--- config.mk ---
export PLATFORM = sky130hd
export DESIGN_NAME = mem_port_arbiter
export DESIGN_NICKNAME = d
export VERILOG_FILES = /design/src/rtl/mem_port_arbiter.sv
export SDC_FILE = /design/constraint.sdc
export NUM_CORES = 1
export LEC_CHECK = 0
export CAP_MARGIN = 20
export CORE_UTILIZATION = 43
export CTS_BUF_LIST = sky130_fd_sc_hd__clkbuf_16
export DETAILED_ROUTE_END_ITERATION = 12
export GPL_TIMING_DRIVEN = 0
export PLACE_DENSITY = 0.86
export SETUP_SLACK_MARGIN = 0.05
export SLEW_MARGIN = 20
export SYNTH_ARGS = -nofsm -noshare
export SYNTH_HDL_FRONTEND = slang
export SYNTH_SLANG_ARGS = --single-unit
--- constraint.sdc ---
create_clock -name Clk -period 3 [get_ports Clk]
set_input_delay 0.45 -clock Clk [delete_from_list [all_inputs] [get_ports Clk]]
set_output_delay 0.45 -clock Clk [all_outputs]
set_load 0.02 [all_outputs]
--- src/rtl/mem_port_arbiter.sv ---
// mem_port_arbiter: shares one single-port unified memory between the IF stage
// (fetch, read-only) and the MEM stage (load/store). Each transaction walks
// IDLE -> ISSUE -> WAIT -> RESP. MEM-stage requests win arbitration, but a
// streak counter forces a fetch grant after MAX_DSTREAK back-to-back data
// grants while a fetch is pending, so the front end cannot starve.
//
// Handshake: a requester raises req with stable attributes and holds it until
// it sees a one-cycle ack. Attributes are captured at grant, so later changes
// are ignored. In the cycle after ack the arbiter is back in IDLE and samples
// whatever requests are present then.
module mem_port_arbiter #(
    parameter int ADDR_W      = 32,
    parameter int DATA_W      = 32,
    parameter int LATENCY     = 2,
    parameter int MAX_DSTREAK = 4
) (
    input  logic              Clk,
    input  logic              Rst,
    // fetch port
    input  logic              if_req,
    input  logic [ADDR_W-1:0] if_addr,
    output logic [DATA_W-1:0] if_rdata,
    output logic              if_ack,
    output logic              if_stall,
    // data port
    input  logic              dm_req,
    input  logic              dm_we,
    input  logic [ADDR_W-1:0] dm_addr,
    input  logic [DATA_W-1:0] dm_wdata,
    output logic [DATA_W-1:0] dm_rdata,
    output logic              dm_ack,
    output logic              dm_stall,
    // backing memory
    output logic              mem_en,
    output logic              mem_we,
    output logic [ADDR_W-1:0] mem_addr,
    output logic [DATA_W-1:0] mem_wdata,
    input  logic [DATA_W-1:0] mem_rdata,
    // status
    output logic              busy,
    output logic              owner,
    output logic [1:0]        dbg_state
);

    typedef enum logic [1:0] {
        S_IDLE  = 2'd0,
        S_ISSUE = 2'd1,
        S_WAIT  = 2'd2,
        S_RESP  = 2'd3
    } state_t;

    localparam int CNT_W = (LATENCY > 1) ? $clog2(LATENCY) : 1;
    localparam int STR_W = $clog2(MAX_DSTREAK + 1);
    localparam logic [CNT_W-1:0] CNT_LOAD   = CNT_W'(LATENCY - 1);
    localparam logic [STR_W-1:0] STREAK_MAX = STR_W'(MAX_DSTREAK);

    state_t            state_q, state_d;
    logic              owner_q, owner_d;   // 0 = IF, 1 = DM
    logic              we_q, we_d;
    logic [ADDR_W-1:0] addr_q, addr_d;
    logic [DATA_W-1:0] wdata_q, wdata_d;
    logic [CNT_W-1:0]  cnt_q, cnt_d;
    logic [STR_W-1:0]  streak_q, streak_d;
    logic [DATA_W-1:0] if_rdata_q, if_rdata_d;
    logic [DATA_W-1:0] dm_rdata_q, dm_rdata_d;

    logic grant_dm;
    logic grant_if;

    // Data wins unless a fetch is waiting and the data streak is exhausted.
    assign grant_dm = dm_req && (!if_req || (streak_q < STREAK_MAX));
    assign grant_if = if_req && !grant_dm;

    // State and latch registers; reset abandons any transaction in flight.
    always_ff @(posedge Clk) begin
        if (Rst) begin
            state_q    <= S_IDLE;
            owner_q    <= 1'b0;
            we_q       <= 1'b0;
            addr_q     <= '0;
            wdata_q    <= '0;
            cnt_q      <= '0;
            streak_q   <= '0;
            if_rdata_q <= '0;
            dm_rdata_q <= '0;
        end else begin
            state_q    <= state_d;
            owner_q    <= owner_d;
            we_q       <= we_d;
            addr_q     <= addr_d;
            wdata_q    <= wdata_d;
            cnt_q      <= cnt_d;
            streak_q   <= streak_d;
            if_rdata_q <= if_rdata_d;
            dm_rdata_q <= dm_rdata_d;
        end
    end

    // Next-state logic: arbitration in IDLE, latency count in WAIT.
    always_comb begin
        state_d    = state_q;
        owner_d    = owner_q;
        we_d       = we_q;
        addr_d     = addr_q;
        wdata_d    = wdata_q;
        cnt_d      = cnt_q;
        streak_d   = streak_q;
        if_rdata_d = if_rdata_q;
        dm_rdata_d = dm_rdata_q;

        case (state_q)
            S_IDLE: begin
                if (grant_dm) begin
                    owner_d = 1'b1;
                    we_d    = dm_we;
                    addr_d  = dm_addr;
                    wdata_d = dm_wdata;
                    state_d = S_ISSUE;
                    // Only data grants that bypass a waiting fetch extend the streak.
                    if (if_req) begin
                        if (streak_q < STREAK_MAX) begin
                            streak_d = streak_q + 1'b1;
                        end
                    end else begin
                        streak_d = '0;
                    end
                end else if (grant_if) begin
                    owner_d  = 1'b0;
                    we_d     = 1'b0;
                    addr_d   = if_addr;
                    state_d  = S_ISSUE;
                    streak_d = '0;
                end
            end
            S_ISSUE: begin
                cnt_d   = CNT_LOAD;
                state_d = S_WAIT;
            end
            S_WAIT: begin
                if (cnt_q == '0) begin
                    if (!we_q) begin
                        if (owner_q) begin
                            dm_rdata_d = mem_rdata;
                        end else begin
                            if_rdata_d = mem_rdata;
                        end
                    end
                    state_d = S_RESP;
                end else begin
                    cnt_d = cnt_q - 1'b1;
                end
            end
            S_RESP: begin
                state_d = S_IDLE;
            end
            default: begin
                state_d = S_IDLE;
            end
        endcase
    end

    // Output decode: strobes come straight from the state, data from latches.
    always_comb begin
        mem_en    = (state_q == S_ISSUE);
        mem_we    = (state_q == S_ISSUE) && we_q;
        mem_addr  = addr_q;
        mem_wdata = wdata_q;
        if_ack    = (state_q == S_RESP) && !owner_q;
        dm_ack    = (state_q == S_RESP) && owner_q;
        if_stall  = if_req && !if_ack;
        dm_stall  = dm_req && !dm_ack;
        if_rdata  = if_rdata_q;
        dm_rdata  = dm_rdata_q;
        busy      = (state_q != S_IDLE);
        owner     = owner_q;
        dbg_state = state_q;
    end

endmodule
==> impl_metrics.env <==
export IMPL_worstPathRequired_ns=2.55
export IMPL_die_y_um=113
export IMPL_synth_edff_count=0
export IMPL_leakagePower_nw=3.14
export IMPL_fill_cells=963
export IMPL_port_buffers=267
export IMPL_ys_warn_count=0
export IMPL_pin_count=271
export IMPL_drtIter0Drc=438
export IMPL_fin_crit_ns=2.49
export IMPL_drc=0
export IMPL_critPathLaunch="dbg_state[0]"
export IMPL_chipWidth_um=113
export IMPL_start_util_pct=44.0
export IMPL_slew_violations=0
export IMPL_synth_most_common_cell="nand2_1"
export IMPL_arrival_ns=2.04
export IMPL_drive_gt1_share_pct=5.54
export IMPL_period_share_pct=82.9
export IMPL_clkTransAtPathRegs_ns=0.05
export IMPL_reg2reg_depth=7
export IMPL_tightest_slew_ns=0.636
export IMPL_grt_max_degree=17
export IMPL_synth_top_area_share_pct=51.7
export IMPL_fmax_mhz=402
export IMPL_gp_congestion=0.841
export IMPL_worstPathMaxFanout=8
export IMPL_layout_nets=1081
export IMPL_synth_seq_cells=136
export IMPL_vias_per_cell=5.24
export IMPL_grt_pass1_wl_um=27800
export IMPL_die_area_um2=12700
export IMPL_final_area_um2=8650
export IMPL_hold_path_class="input port to flop"
export IMPL_post_cts_resized=0
export IMPL_criticalPathCategory="flop to output pin"
export IMPL_core_um2=12000
export IMPL_cts_tree="yes"
export IMPL_yosysSeqAreaShare_pct=51.7
export IMPL_outcome="finished, final reports clean"
export IMPL_clkSinkCount=136
export IMPL_via_count=5784
export IMPL_antenna_found_initial=0
export IMPL_whs_path_depth=3
export IMPL_rsz0062_at_grt="false"
export IMPL_worstSetupStartpointType="flop"
export IMPL_rows=40
export IMPL_ys_types=30
export IMPL_syn2layout_area_growth_pct=64.2
export IMPL_htreeDepth=4
export IMPL_vdd_drop_max_mv=0.553
export IMPL_min_from="if_req"
export IMPL_numCtsBuffers=17
export IMPL_synthTopCellsByCount="nand2_1, dfxtp_1, a21oi_1, nor2_1, a211oi_1"
export IMPL_placed_area_um2=8120
export IMPL_grt_total_usage_pct=28.2
export IMPL_synthesis_area_um2=5270
export IMPL_grt_overflow=0
export IMPL_antenna_left=0
export IMPL_post_cts_buffers=0
export IMPL_drt_wirelength_per_cell_um=16.1
export IMPL_dpl_hpwl_um=12700
export IMPL_grt_pass1_vias=5520
export IMPL_finalHoldViolations=0
export IMPL_synth_top_cell_by_area="dfxtp_1"
export IMPL_clock_skew_ns=0.00605
export IMPL_yosys_top_cells_area="dfxtp_1, a21oi_1, nand2_1"
export IMPL_netlist_instances=657
export IMPL_reg2reg_from="dbg_state[0]"
export IMPL_syn_avg_cell_area_um2=8.01
export IMPL_fin_tns_setup_ns=0
export IMPL_wirelength_um=17700
export IMPL_n_antenna_cell=0
export IMPL_maxCapViolCount=0
export IMPL_synth_nets=795
export IMPL_ys_flop_type="dfxtp_1"
export IMPL_setup_violations=0
export IMPL_cts_max_path_buffers=2
export IMPL_power_density_nw_per_um2=809
export IMPL_relSlewSlack_pct=57.6
export IMPL_crit_path_end_kind="output pin"
export IMPL_cts_root_buf="clkbuf_16"
export IMPL_cts_hold_buf=0
export IMPL_insertion_delay_ns=0.42
export IMPL_drtPass1Iterations=5
export IMPL_async_reset_ff_share_pct=0
-- final cells by class --
| type | count | area (µm²) | share of cell area [%] |
|---|---|---|---|
| Timing Repair Buffer | 267 | 2670 | 30.9 |
| Multi-Input combinational cell | 460 | 2260 | 26.1 |
| Inverter | 3 | 11.3 | 0.130 |
| Buffer | 58 | 273 | 3.15 |
| Tap cell | 147 | 184 | 2.13 |
| Clock inverter | 15 | 98.8 | 1.14 |
| Sequential cell | 136 | 2720 | 31.5 |
| Clock buffer | 17 | 425 | 4.92 |
-- cells by family after synthesis --
| kind of cell | synth area share, % |
|---|---|
| flops | 51.7 |
| mux | 0.380 |
| fa+ha+maj | 1.19 |
| buf+inv | 5.39 |
| simple gates | 19.9 |
| compound gates | 21.5 |
-- worst max-delay path: stages, from the launching register on --
cell             delay, ns
dfxtp_1               0.42
inv_1                 0.09
ha_1                  0.21
buf_2                 0.17
inv_1                 0.12
clkdlybuf4s50_1       0.61
-- stage by stage --
| stage | power [mW] | instances | util, % | hold WS (ns) | setup WS [ns] |
|---|---|---|---|---|---|
| 5_1_grt | 7.35 | 1103 | 72.3 | 0.452 | 0.456 |
| 4_1_cts | 7.01 | 1103 | 72.3 | 0.424 | 0.500 |
| 3_5_place_dp | 5.14 | 1071 | 67.9 | 0.446 | 0.979 |
| 2_1_floorplan | 3.90 | 657 | - | 0.436 | 1.29 |
| 3_3_place_gp | 5.09 | 1071 | 67.9 | 0.441 | 1.02 |
| 6_report | 7.00 | 1103 | 72.3 | 0.449 | 0.512 |
-- layout by cell type, fill, tap and decap left out, types with 3 or more instances in the layout --
master           instances
clkinv_2                 5
clkdlybuf4s50_1        267
a22oi_1                  3
a211oi_1                33
dfxtp_1                136
nor2_1                  40
buf_6                    3
clkbuf_1                32
inv_1                    8
buf_1                    3
nand3_1                 32
clkbuf_16               17
nand2_1                163
buf_2                   17
buf_4                    3
and2_1                   4
a21oi_1                129
o21ai_0                 32
nor2b_1                  3
ha_1                     5
-- report_power, final --
group          total, mW  switching [mW]  internal (mW)  leakage [nW]
registers           2.37           0.210           2.16          1.11
clock network       1.86           0.749           1.11         0.281
logic               2.77            1.54           1.23          1.75
-- routing by layer --
layer	vias to the layer above	global-route usage (%)	share of wire, %
li1	2806	-	-
met1	2699	30.9	38
met2	254	50.5	51
met3	25	8.80	8.9
met4	0	11.3	2.1
met5	-	0	0
-- registers in the layout, summed over array words and instances (netlist names) --
signal,count
mem_addr,32
dm_rdata,32
mem_wdata,32
if_rdata,32
dbg_state,2
owner,1
streak_q,3
cnt_q,1
we_q,1
-- path summary, 6_finish.rpt --
path / endpoint / slack, ns
worst max-delay path: busy / 0.51
worst min-delay path: streak_q[1] / 0.45
worst max register to register: dm_rdata[15] / 1.03
worst min register to register: dm_rdata[22] / 0.45
No activity file was read; power rests on OpenSTA's default activity.
